<file path="src/rtl/fmas_sched_pkg.sv">
// Shared types and constants for the FMA scheduler slice.
// FMA_LAT is the fixed latency of the FMA pipeline that the credit logic assumes.
package fmas_sched_pkg;

  localparam int FMA_LAT  = 2;
  localparam int NREQ_MAX = 4;
  localparam int ID_W_MAX = 2;

  // One result FIFO entry: which requester issued it, plus the FMA outcome.
  typedef struct packed {
    logic [ID_W_MAX-1:0] id;
    logic [31:0]         rslt;
    logic [4:0]          flag;
  } rsp_t;

  // One in-flight slot of the latency-matching shift register.
  typedef struct packed {
    logic                valid;
    logic [ID_W_MAX-1:0] id;
  } slot_t;

  // Requester index width, never narrower than one bit.
  function automatic int id_width(input int n);
    return (n > 1) ? $clog2(n) : 1;
  endfunction

endpackage

</file>
<file path="src/rtl/fmas_sched_if.sv">
// Bus bundle between the requesters, the scheduler, the FMA pipeline and the
// result consumer. The slave modport is the scheduler's view; master is the
// environment that drives requests, returns FMA results and drains responses.
interface fmas_sched_if #(
  parameter int NREQ = 2
);
  import fmas_sched_pkg::*;

  localparam int ID_W = id_width(NREQ);

  // Requester side
  logic [NREQ-1:0]       req_valid;
  logic [NREQ-1:0]       req_ready;
  logic [NREQ-1:0][31:0] req_x;
  logic [NREQ-1:0][31:0] req_y;
  logic [NREQ-1:0][31:0] req_z;

  // FMA pipeline side
  logic                  fma_req;
  logic [31:0]           fma_x;
  logic [31:0]           fma_y;
  logic [31:0]           fma_z;
  logic [31:0]           fma_rslt;
  logic [4:0]            fma_flag;

  // Response side
  logic                  rsp_valid;
  logic                  rsp_ready;
  logic [ID_W-1:0]       rsp_id;
  logic [31:0]           rsp_rslt;
  logic [4:0]            rsp_flag;

  modport master (
    output req_valid, req_x, req_y, req_z,
    output fma_rslt, fma_flag,
    output rsp_ready,
    input  req_ready,
    input  fma_req, fma_x, fma_y, fma_z,
    input  rsp_valid, rsp_id, rsp_rslt, rsp_flag
  );

  modport slave (
    input  req_valid, req_x, req_y, req_z,
    input  fma_rslt, fma_flag,
    input  rsp_ready,
    output req_ready,
    output fma_req, fma_x, fma_y, fma_z,
    output rsp_valid, rsp_id, rsp_rslt, rsp_flag
  );

endinterface

</file>
<file path="src/rtl/fmas_rsp_fifo.sv">
// First-word-fall-through result FIFO. The head entry lives in its own
// register (so the outputs are clean flops and read as zero after reset);
// the remaining entries sit in a small RAM behind it. Pops on an empty FIFO
// are ignored. The scheduler's credit rule guarantees no push while full.
module fmas_rsp_fifo
  import fmas_sched_pkg::*;
#(
  parameter int DEPTH = 4
) (
  input  logic                         clk,
  input  logic                         reset,
  input  logic                         push,
  input  rsp_t                         push_data,
  input  logic                         pop,
  output rsp_t                         pop_data,
  output logic [$clog2(DEPTH+1)-1:0]   count
);

  localparam int PTR_W = $clog2(DEPTH);
  localparam int CNT_W = $clog2(DEPTH+1);

  rsp_t             mem [DEPTH];
  rsp_t             head_q;
  logic [PTR_W-1:0] wr_ptr;
  logic [PTR_W-1:0] rd_ptr;

  logic pop_ok;
  logic head_from_push;
  logic head_from_mem;
  logic mem_we;

  // A push goes straight into the head when the head is (or is about to be)
  // free; otherwise it queues in the RAM behind the head.
  assign pop_ok         = pop && (count != '0);
  assign head_from_push = push && ((count == '0) || ((count == CNT_W'(1)) && pop_ok));
  assign head_from_mem  = pop_ok && (count > CNT_W'(1));
  assign mem_we         = push && !head_from_push;

  assign pop_data = head_q;

  // Head register: refilled from the push path or from the RAM on a pop.
  // NOTE: sequential state is always assigned with <= so every flop samples
  // the pre-edge value of its neighbours, regardless of statement order.
  always_ff @(posedge clk) begin
    if (reset) begin
      head_q <= '0;
    end else if (head_from_push) begin
      head_q <= push_data;
    end else if (head_from_mem) begin
      head_q <= mem[rd_ptr];
    end
  end

  // Entry storage behind the head.
  // NOTE: the RAM is deliberately not reset; count and the pointers define
  // which words are live, and leaving it out of reset lets it map to RAM.
  always_ff @(posedge clk) begin
    if (mem_we) begin
      mem[wr_ptr] <= push_data;
    end
  end

  // RAM pointers; DEPTH is a power of two so they wrap naturally.
  always_ff @(posedge clk) begin
    if (reset) begin
      wr_ptr <= '0;
      rd_ptr <= '0;
    end else begin
      if (mem_we) begin
        wr_ptr <= wr_ptr + PTR_W'(1);
      end
      if (head_from_mem) begin
        rd_ptr <= rd_ptr + PTR_W'(1);
      end
    end
  end

  // Occupancy including the head; push and pop together leave it unchanged.
  always_ff @(posedge clk) begin
    if (reset) begin
      count <= '0;
    end else begin
      case ({push, pop_ok})
        2'b10:   count <= count + CNT_W'(1);
        2'b01:   count <= count - CNT_W'(1);
        default: count <= count;
      endcase
    end
  end

endmodule

</file>
<file path="src/rtl/fmas_sched.sv">
// Round-robin scheduler in front of a fixed-latency FMA pipeline.
// Requesters are granted one at a time; each issue reserves a result FIFO
// slot (credit) so results returning LAT cycles later can always be stored.
// Responses leave in issue order.
//
// The issue cycle counts as pipeline stage 0; the remaining FMA_LAT-1 stages
// are tracked in sr_q. The result of an op issued in cycle N is presented on
// fma_rslt during cycle N+1 and captured by the edge that opens cycle N+2,
// so rsp_valid rises in cycle N+2.
//
// Optional feature: define FMAS_SCHED_PERF_EN to add the perf_issue and
// perf_stall counter outputs.
module fmas_sched
  import fmas_sched_pkg::*;
#(
  parameter int NREQ  = 2,
  parameter int DEPTH = 4
) (
  input  logic        clk,
  input  logic        reset,
  fmas_sched_if.slave bus
`ifdef FMAS_SCHED_PERF_EN
  ,
  output logic [31:0] perf_issue,
  output logic [31:0] perf_stall
`endif
);

  localparam int ID_W  = id_width(NREQ);
  localparam int CNT_W = $clog2(DEPTH+1);

  // Arbitration
  logic [ID_W-1:0]  ptr_q;
  logic [ID_W-1:0]  grant_idx;
  logic             grant_found;
  logic [ID_W:0]    cand;
  logic [NREQ-1:0]  ready;
  logic             issue;

  // Credit tracking
  slot_t            sr_q [FMA_LAT-1];
  slot_t            issue_slot;
  slot_t            tail;
  logic [CNT_W:0]   inflight;
  logic [CNT_W:0]   credit_used;
  logic             issue_ok;

  // Result FIFO
  logic [CNT_W-1:0] fifo_count;
  logic             push_valid;
  rsp_t             push_data;
  rsp_t             head;

  // Ops already issued but not yet in the FIFO hold a reserved slot.
  always_comb begin
    inflight = '0;
    for (int k = 0; k < FMA_LAT - 1; k++) begin
      inflight = inflight + (CNT_W+1)'(sr_q[k].valid);
    end
  end

  // Credits are judged on state before this cycle's pop; reset blocks issue.
  assign credit_used = (CNT_W+1)'(fifo_count) + inflight;
  assign issue_ok    = !reset && (credit_used < (CNT_W+1)'(DEPTH));

  // Round-robin search: first valid requester at or after ptr, wrapping.
  // NOTE: every output of a combinational block gets a default at the top so
  // no path leaves it unassigned, which would otherwise infer a latch.
  always_comb begin
    grant_found = 1'b0;
    grant_idx   = '0;
    cand        = '0;
    for (int i = 0; i < NREQ; i++) begin
      cand = {1'b0, ptr_q} + (ID_W+1)'(i);
      if (cand >= (ID_W+1)'(NREQ)) begin
        cand = cand - (ID_W+1)'(NREQ);
      end
      if (!grant_found && bus.req_valid[cand[ID_W-1:0]]) begin
        grant_found = 1'b1;
        grant_idx   = cand[ID_W-1:0];
      end
    end
  end

  // One-hot grant, suppressed when no credit is available.
  always_comb begin
    ready = '0;
    if (issue_ok && grant_found) begin
      ready[grant_idx] = 1'b1;
    end
  end

  assign issue         = |(bus.req_valid & ready);
  assign bus.req_ready = ready;
  assign bus.fma_req   = issue;
  assign bus.fma_x     = bus.req_x[grant_idx];
  assign bus.fma_y     = bus.req_y[grant_idx];
  assign bus.fma_z     = bus.req_z[grant_idx];

  // Round-robin pointer moves past the winner only on an actual transfer.
  always_ff @(posedge clk) begin
    if (reset) begin
      ptr_q <= '0;
    end else if (issue) begin
      ptr_q <= (grant_idx == ID_W'(NREQ - 1)) ? '0 : grant_idx + ID_W'(1);
    end
  end

  assign issue_slot = '{valid: issue, id: ID_W_MAX'(grant_idx)};
  assign tail       = sr_q[FMA_LAT-2];

  // Latency-matching shift register; reset discards anything in flight.
  always_ff @(posedge clk) begin
    if (reset) begin
      for (int k = 0; k < FMA_LAT - 1; k++) begin
        sr_q[k] <= '0;
      end
    end else begin
      sr_q[0] <= issue_slot;
      for (int k = 1; k < FMA_LAT - 1; k++) begin
        sr_q[k] <= sr_q[k-1];
      end
    end
  end

  // The FIFO's own synchronous reset wins over a push in the same cycle.
  assign push_valid = tail.valid;
  assign push_data  = '{id: tail.id, rslt: bus.fma_rslt, flag: bus.fma_flag};

  fmas_rsp_fifo #(
    .DEPTH (DEPTH)
  ) u_fifo (
    .clk       (clk),
    .reset     (reset),
    .push      (push_valid),
    .push_data (push_data),
    .pop       (bus.rsp_ready),
    .pop_data  (head),
    .count     (fifo_count)
  );

  assign bus.rsp_valid = (fifo_count != '0) && !reset;
  assign bus.rsp_id    = head.id[ID_W-1:0];
  assign bus.rsp_rslt  = head.rslt;
  assign bus.rsp_flag  = head.flag;

  // Id bits above the configured requester width are always zero.
  generate
    if (ID_W < ID_W_MAX) begin : g_id_trim
      logic unused_id_hi;
      assign unused_id_hi = |head.id[ID_W_MAX-1:ID_W];
    end
  endgenerate

`ifdef FMAS_SCHED_PERF_EN
  // Issue count and count of cycles with demand but no issue; both wrap.
  always_ff @(posedge clk) begin
    if (reset) begin
      perf_issue <= '0;
      perf_stall <= '0;
    end else begin
      if (issue) begin
        perf_issue <= perf_issue + 32'd1;
      end
      if ((|bus.req_valid) && !issue) begin
        perf_stall <= perf_stall + 32'd1;
      end
    end
  end
`endif

endmodule

</file>
<file path="src/flat_wrapper.sv">
// flat-port wrapper written by rule: the top's interface ports become plain ports
module fmas_sched_flat import fmas_sched_pkg::*;
#(
  parameter int NREQ  = 2,
  parameter int DEPTH = 4
)
  (clk, reset, bus_req_valid, bus_req_x, bus_req_y, bus_req_z, bus_fma_rslt, bus_fma_flag, bus_rsp_ready, bus_req_ready, bus_fma_req, bus_fma_x, bus_fma_y, bus_fma_z, bus_rsp_valid, bus_rsp_id, bus_rsp_rslt, bus_rsp_flag);
  fmas_sched_if #(.NREQ(NREQ)) bus_i ();
  input  logic clk;
  input  logic reset;
  input wire logic [$bits(bus_i.req_valid)-1:0] bus_req_valid;
  input wire logic [$bits(bus_i.req_x)-1:0] bus_req_x;
  input wire logic [$bits(bus_i.req_y)-1:0] bus_req_y;
  input wire logic [$bits(bus_i.req_z)-1:0] bus_req_z;
  input wire logic [$bits(bus_i.fma_rslt)-1:0] bus_fma_rslt;
  input wire logic [$bits(bus_i.fma_flag)-1:0] bus_fma_flag;
  input wire logic [$bits(bus_i.rsp_ready)-1:0] bus_rsp_ready;
  output wire logic [$bits(bus_i.req_ready)-1:0] bus_req_ready;
  output wire logic [$bits(bus_i.fma_req)-1:0] bus_fma_req;
  output wire logic [$bits(bus_i.fma_x)-1:0] bus_fma_x;
  output wire logic [$bits(bus_i.fma_y)-1:0] bus_fma_y;
  output wire logic [$bits(bus_i.fma_z)-1:0] bus_fma_z;
  output wire logic [$bits(bus_i.rsp_valid)-1:0] bus_rsp_valid;
  output wire logic [$bits(bus_i.rsp_id)-1:0] bus_rsp_id;
  output wire logic [$bits(bus_i.rsp_rslt)-1:0] bus_rsp_rslt;
  output wire logic [$bits(bus_i.rsp_flag)-1:0] bus_rsp_flag;
  assign bus_i.req_valid = bus_req_valid;
  assign bus_i.req_x = bus_req_x;
  assign bus_i.req_y = bus_req_y;
  assign bus_i.req_z = bus_req_z;
  assign bus_i.fma_rslt = bus_fma_rslt;
  assign bus_i.fma_flag = bus_fma_flag;
  assign bus_i.rsp_ready = bus_rsp_ready;
  assign bus_req_ready = bus_i.req_ready;
  assign bus_fma_req = bus_i.fma_req;
  assign bus_fma_x = bus_i.fma_x;
  assign bus_fma_y = bus_i.fma_y;
  assign bus_fma_z = bus_i.fma_z;
  assign bus_rsp_valid = bus_i.rsp_valid;
  assign bus_rsp_id = bus_i.rsp_id;
  assign bus_rsp_rslt = bus_i.rsp_rslt;
  assign bus_rsp_flag = bus_i.rsp_flag;
  fmas_sched #(.NREQ(NREQ), .DEPTH(DEPTH)) u_core (.clk(clk), .reset(reset), .bus(bus_i));
endmodule
</file>
<file path="config.mk">
export PLATFORM = sky130hd
export DESIGN_NAME = fmas_sched_flat
export DESIGN_NICKNAME = d
export VERILOG_FILES = /design/src/rtl/fmas_sched_pkg.sv /design/src/rtl/fmas_sched_if.sv /design/src/rtl/fmas_rsp_fifo.sv /design/src/rtl/fmas_sched.sv /design/src/flat_wrapper.sv
export SDC_FILE = /design/constraint.sdc
export NUM_CORES = 1
export LEC_CHECK = 0
export BUFFER_PORTS_ARGS = -buffer_cell sky130_fd_sc_hd__buf_2
export CAP_MARGIN = 20
export CORE_AREA = 2 2 146 148
export CTS_CLUSTER_DIAMETER = 200
export DETAILED_ROUTE_END_ITERATION = 6
export DIE_AREA = 0 0 148 150
export PLACE_DENSITY = 0.76
export SKIP_CTS_REPAIR_TIMING = 1
export SKIP_LAST_GASP = 1
export SLEW_MARGIN = 20
export SYNTH_ARGS = -nofsm -noshare
export SYNTH_HDL_FRONTEND = slang
export SYNTH_HIERARCHICAL = 1
export SYNTH_SLANG_ARGS = --single-unit
</file>
<file path="constraint.sdc">
create_clock -name clk -period 3.8 [get_ports clk]
set_input_delay 0.19 -clock clk [delete_from_list [all_inputs] [get_ports clk]]
set_output_delay 0.19 -clock clk [all_outputs]
set_load 0.01 [all_outputs]
</file>
==> summary.txt, run 1 <==
clock slew at the register clock pins of the worst setup and hold paths -> 60 ps
Max-Cap Viols -> 0
Worst setup SP type -> register
power per cell area -> 575 mW/mm^2
layout cells sized above 1 -> 55.8%
initial antenna violation count -> 19
R2R Setup Slk -> 1110 ps
Routed wire per std cell -> 28.0 um
Worst Hold Class -> input port to register
clk root buf -> clkbuf_16
IO Count -> 372
Worst EP required -> 3610 ps
synth warn -> 6
I/O Buffers -> 371
Layout Cells excl Fill -> 1303
DP Cell Count -> 1221
Hold Fails Final Rpt -> 0
Worst Clk Skew -> 16.0 ps
DRT antenna net count -> 0
Final TNS setup -> 0 ps
total gr overflow -> 0
Iteration-0 DRC Markers -> 588
unrepaired setup endpoints after global routing -> false
routed vias -> 7328
status -> finished, final reports clean
Setup violations, final -> 0
Via density -> 5.62
commonest non-fill, non-tap cell in the layout -> buf_2
average size of a mapped cell -> 15.0 sq um
Initial Utilization -> 44.2%
VDD IR-drop max -> 0.353 mV
Synth Net Count -> 851
pre-CTS setup slack -> 1160 ps
Post-Synthesis Cells -> 608
first-pass GRT wire length -> 48.3 mm
vertical die dimension -> 150 um
leakage -> 4.94 nW
Routed Wire Length -> 36.4 mm
area grow syn2layout -> 34.7%
Slew @ Worst Pin -> 1050 ps
Tot GR Track Use -> 31.0%
DIE AREA -> 0.0222 sq mm
Max-slew headroom -> 30.3%
Num Clock Sinks -> 202
CP Capture Type -> output pin
clk buf depth -> 3
setup ws final -> 1080 ps
Max Slew Vio Count -> 0
Max Freq -> 368 MHz
CORE AREA -> 0.0207 sq mm
critical path class -> register to output pin
Mapped Area -> 0.00914 sq mm
H-tree levels -> 1
vias in the first global route -> 6772
largest net degree at the start of global routing -> 61
clock latency on the worst-skew pair -> 490 ps
DIE WIDTH -> 148 um
TritonCTS buffer count -> 20
crit path max fanout -> 60
post-route clock period utilization -> 71.5%
most frequent cells in the layout -> buf_2, edfxtp_1, mux2_2
gpl congestion -> 0.955
CTS tree -> yes
final core occ -> 59.5%
# DRC -> 0
nets@finish -> 1248
min cycle time layout -> 2720 ps
HPWL after detailed placement -> 28.2 mm
num rows -> 53
router iterations before antenna repair -> 5
worst hold slack -> 48.7 ps
worst path arrival time -> 2530 ps
==> stage by stage <==
| step | total power [mW] | area [sq um] |
|---|---|---|
| floorplan | 4.21 | 9140 |
| global placement | 5.03 | 11300 |
| detailed placement | 5.07 | 11300 |
| CTS | 7.03 | 11900 |
| global route | 7.34 | 12300 |
| finish | 7.08 | 12300 |
==> sequential cells by signal (all words and copies together), names as in the netlist, named ones only <==
signal,cells
u_core/u_fifo/wr_ptr,2
u_core/u_fifo/count,3
u_core/u_fifo/mem,152
u_core/u_fifo/pop_data,38
u_core/sr_q,2
u_core/u_fifo/rd_ptr,2
u_core/ptr_q,1
==> power breakdown <==
group,internal [mW],switching [mW],leakage (nW)
combinational,0.943,1.26,2.83
clock,1.14,0.836,0.322
sequential,2.70,0.206,1.79
total,4.78,2.31,4.94
==> final timing paths <==
| kind | from | endpoint | cells after the start |
|---|---|---|---|
| min | bus_req_valid[0] | u_core/sr_q[0][1] | 3 |
| min reg2reg | u_core/ptr_q | u_core/ptr_q | 2 |
| max reg2reg | u_core/u_fifo/count[0] | u_core/u_fifo/mem[3][29] | 6 |
| max | u_core/ptr_q | bus_fma_x[28] | 5 |
==> layout make-up <==
| type | instances | area [sq um] |
|---|---|---|
| inverters | 12 | 45.0 |
| repair buffers | 424 | 2360 |
| diodes | 9 | 22.5 |
| clock inverters | 13 | 138 |
| flip-flops and latches | 202 | 5570 |
| multi-input cells | 345 | 3310 |
| fillers | 1636 | 8380 |
| clock buffers | 23 | 522 |
| well taps | 275 | 344 |
==> critical path, stage by stage (launching register included) <==
cell and delay, ps:
dfxtp_1 320, nand2b_4 150, nand2_4 610, buf_4 370, mux2_2 400, buf_2 150
==> per-layer routing <==
layer | wire length (um) | vias up | part of all wire, % | GRT usage, %
li1 | - | 3187 | - | -
met3 | 3510 | 51 | 9.6 | 8.11
met4 | 906 | 0 | 2.5 | 9.57
met1 | 13600 | 3633 | 37 | 39.6
met2 | 18400 | 457 | 50 | 52.2
met5 | 0 | - | 0 | 0
Note: power is estimated with default switching activity, not from simulation.
==> run 2, diff against run 1 <==
ABC_AREA = 1   (was not set)
CORE_AREA = not set   (was 2 2 146 148)
CORE_UTILIZATION = 46   (was not set)
DIE_AREA = not set   (was 0 0 148 150)
PLACE_DENSITY = 0.78   (was 0.76)
clock period = 2.3 ns   (was 3.8 ns; I/O delays follow)
==> run 2 against run 1 <==
Against the previous run:
- the run now ends with design-rule violations left
- worst hold slack better by 25 ps
- power is 81% higher
- clock skew is 6.1 ps lower
- synthesized cell count is 120% higher
- critical endpoint is now bus_fma_z[15]
- flip-flop and latch count stayed put
- highest routed layer is now met5
- setup slack worse by 960 ps
==> summary.txt, run 2 <==
vertical die dimension -> 153 um
Slew @ Worst Pin -> 583 ps
# DRC -> 6
crit-path max cell delay -> 320 ps
I/O Buffers -> 371
average size of a mapped cell -> 7.65 sq um
Buf/Inv on CP -> 4
hold_sp -> bus_rsp_ready
worst hold slack -> 73.8 ps
critical path class -> register to output pin
Max Slew Vio Count -> 0
initial antenna violation count -> 5
synth warn -> 6
Worst EP required -> 2180 ps
clk root buf -> clkbuf_16
Hold Fails Final Rpt -> 0
vias in the first global route -> 9040
setup ws final -> 126 ps
multi-input gate area in the final layout -> 0.00373 sq mm
clk buf depth -> 3
CP Capture Type -> output pin
area grow syn2layout -> 30.6%
VDD IR-drop max -> 0.521 mV
DIE WIDTH -> 153 um
Setup violations, final -> 0
Tot GR Track Use -> 30.1%
Post-Synthesis Cells -> 1367
Max-Cap Viols -> 0
nets@finish -> 1996
first-pass GRT wire length -> 52.7 mm
pre-CTS setup slack -> 150 ps
clock latency on the worst-skew pair -> 500 ps
CP max stage cell -> buf_12
DRT antenna net count -> 0
CORE AREA -> 0.0220 sq mm
min cycle time layout -> 2170 ps
Fillers -> 1945
Largest register FFs -> 152
failing checks -> design-rule violations
crit path max fanout -> 62
leakage -> 7.37 nW
power per cell area -> 940 mW/mm^2
Reg with most FFs -> u_core/u_fifo/mem
Initial Utilization -> 47.5%
Synth Net Count -> 1610
Num Clock Sinks -> 202
TritonCTS buffer count -> 22
Worst Hold Class -> input port to register
register area -> 0.00557 sq mm
Worst setup SP type -> register
gpl congestion -> 1.02
clock slew at the register clock pins of the worst setup and hold paths -> 60 ps
num rows -> 54
layout cells sized above 1 -> 24.7%
HPWL after detailed placement -> 26.6 mm
largest net degree at the start of global routing -> 115
unrepaired setup endpoints after global routing -> true
worst path arrival time -> 2060 ps
status -> finished, violations left
Mapped Area -> 0.0105 sq mm
Routed Wire Length -> 36.2 mm
most used cell, CP -> nand2_1
post-route clock period utilization -> 94.5%
CP cell instances -> inv_1 > nand2_1 > nand2_4 > clkinv_2 > buf_12 > nand2_1 > nand2_1 > buf_2
Via density -> 4.88
Top delay family on crit path -> buffers and inverters
Final TNS setup -> 0 ps
Max-slew headroom -> 61.0%
CTS tree -> yes
Iteration-0 DRC Markers -> 1001
Routed wire per std cell -> 17.7 um
IO Count -> 372
most frequent cells in the layout -> nand2_1, buf_2, inv_1
R2R Path Start -> u_core/u_fifo/count[0]
Worst Clk Skew -> 9.87 ps
H-tree levels -> 1
Max Freq -> 460 MHz
routed vias -> 10.0k
total gr overflow -> 0
DIE AREA -> 0.0233 sq mm
router iterations before antenna repair -> 7
commonest non-fill, non-tap cell in the layout -> nand2_1
Worst Setup SP -> u_core/ptr_q
-- run 2: cell count changes in the layout (fill, tap and decap cells not counted), sizes merged, moves of 5 or more --
cell / delta
mux4: -38
diode: -8
clkinv: +5
a211oi: -39
buf: +6
inv: +201
a31oi: -38
nand3: +44
nand2: +601
mux2: -97
nand3b: +38
nor2: +75
-- run 2: layout make-up --
class / count / area share (%)
diodes: 1 / 0.0183
flip-flops and latches: 202 / 40.8
clock inverters: 13 / 0.650
repair buffers: 431 / 18.4
well taps: 280 / 2.57
inverters: 216 / 5.95
clock buffers: 27 / 4.32
multi-input cells: 880 / 27.3
-- run 2: report_power, final --
| part | switching, mW | total (mW) | internal, mW |
|---|---|---|---|
| Sequential | 0.247 | 4.80 | 4.55 |
| Combinational | 3.00 | 4.74 | 1.73 |
| Clock | 1.37 | 3.31 | 1.94 |
| Total | 4.62 | 12.8 | 8.22 |
-- run 2: stage by stage --
step                cell area [sq um]  util [%]  power, mW  cells
CTS                             13300      60.2       12.8   2011
detailed placement              12600      57.2       9.48   1971
global placement                12600      57.2       9.36   1971
floorplan                       10500         -       7.91   1367
finish                          13700      62.0       12.8   2050
global route                    13700      62.0       13.6   2050
-- run 2: worst reg2reg max path, delay by kind of cell, from the launching register on --
family	cells	cell delay, ps
AND/OR/NAND/NOR	3	770
flip-flops	1	410
buffers and inverters	2	390
adder cells (fa/ha/maj)	1	260
-- run 2: final timing paths --
check	slack, ps	cells after the start	end
min reg2reg	480	2	u_core/ptr_q
max	130	8	bus_fma_z[15]
min	70	5	register
max reg2reg	140	6	u_core/u_fifo/mem[1][4]
-- run 2: layer usage --
| metal | global-route usage (%) | vias up | share of wire, % |
|---|---|---|---|
| li1 | - | 4920 | - |
| met1 | 38.6 | 4567 | 40 |
| met2 | 49.7 | 460 | 48 |
| met3 | 8.45 | 51 | 9.9 |
| met4 | 8.13 | 4 | 2.0 |
| met5 | 0 | - | 0.061 |
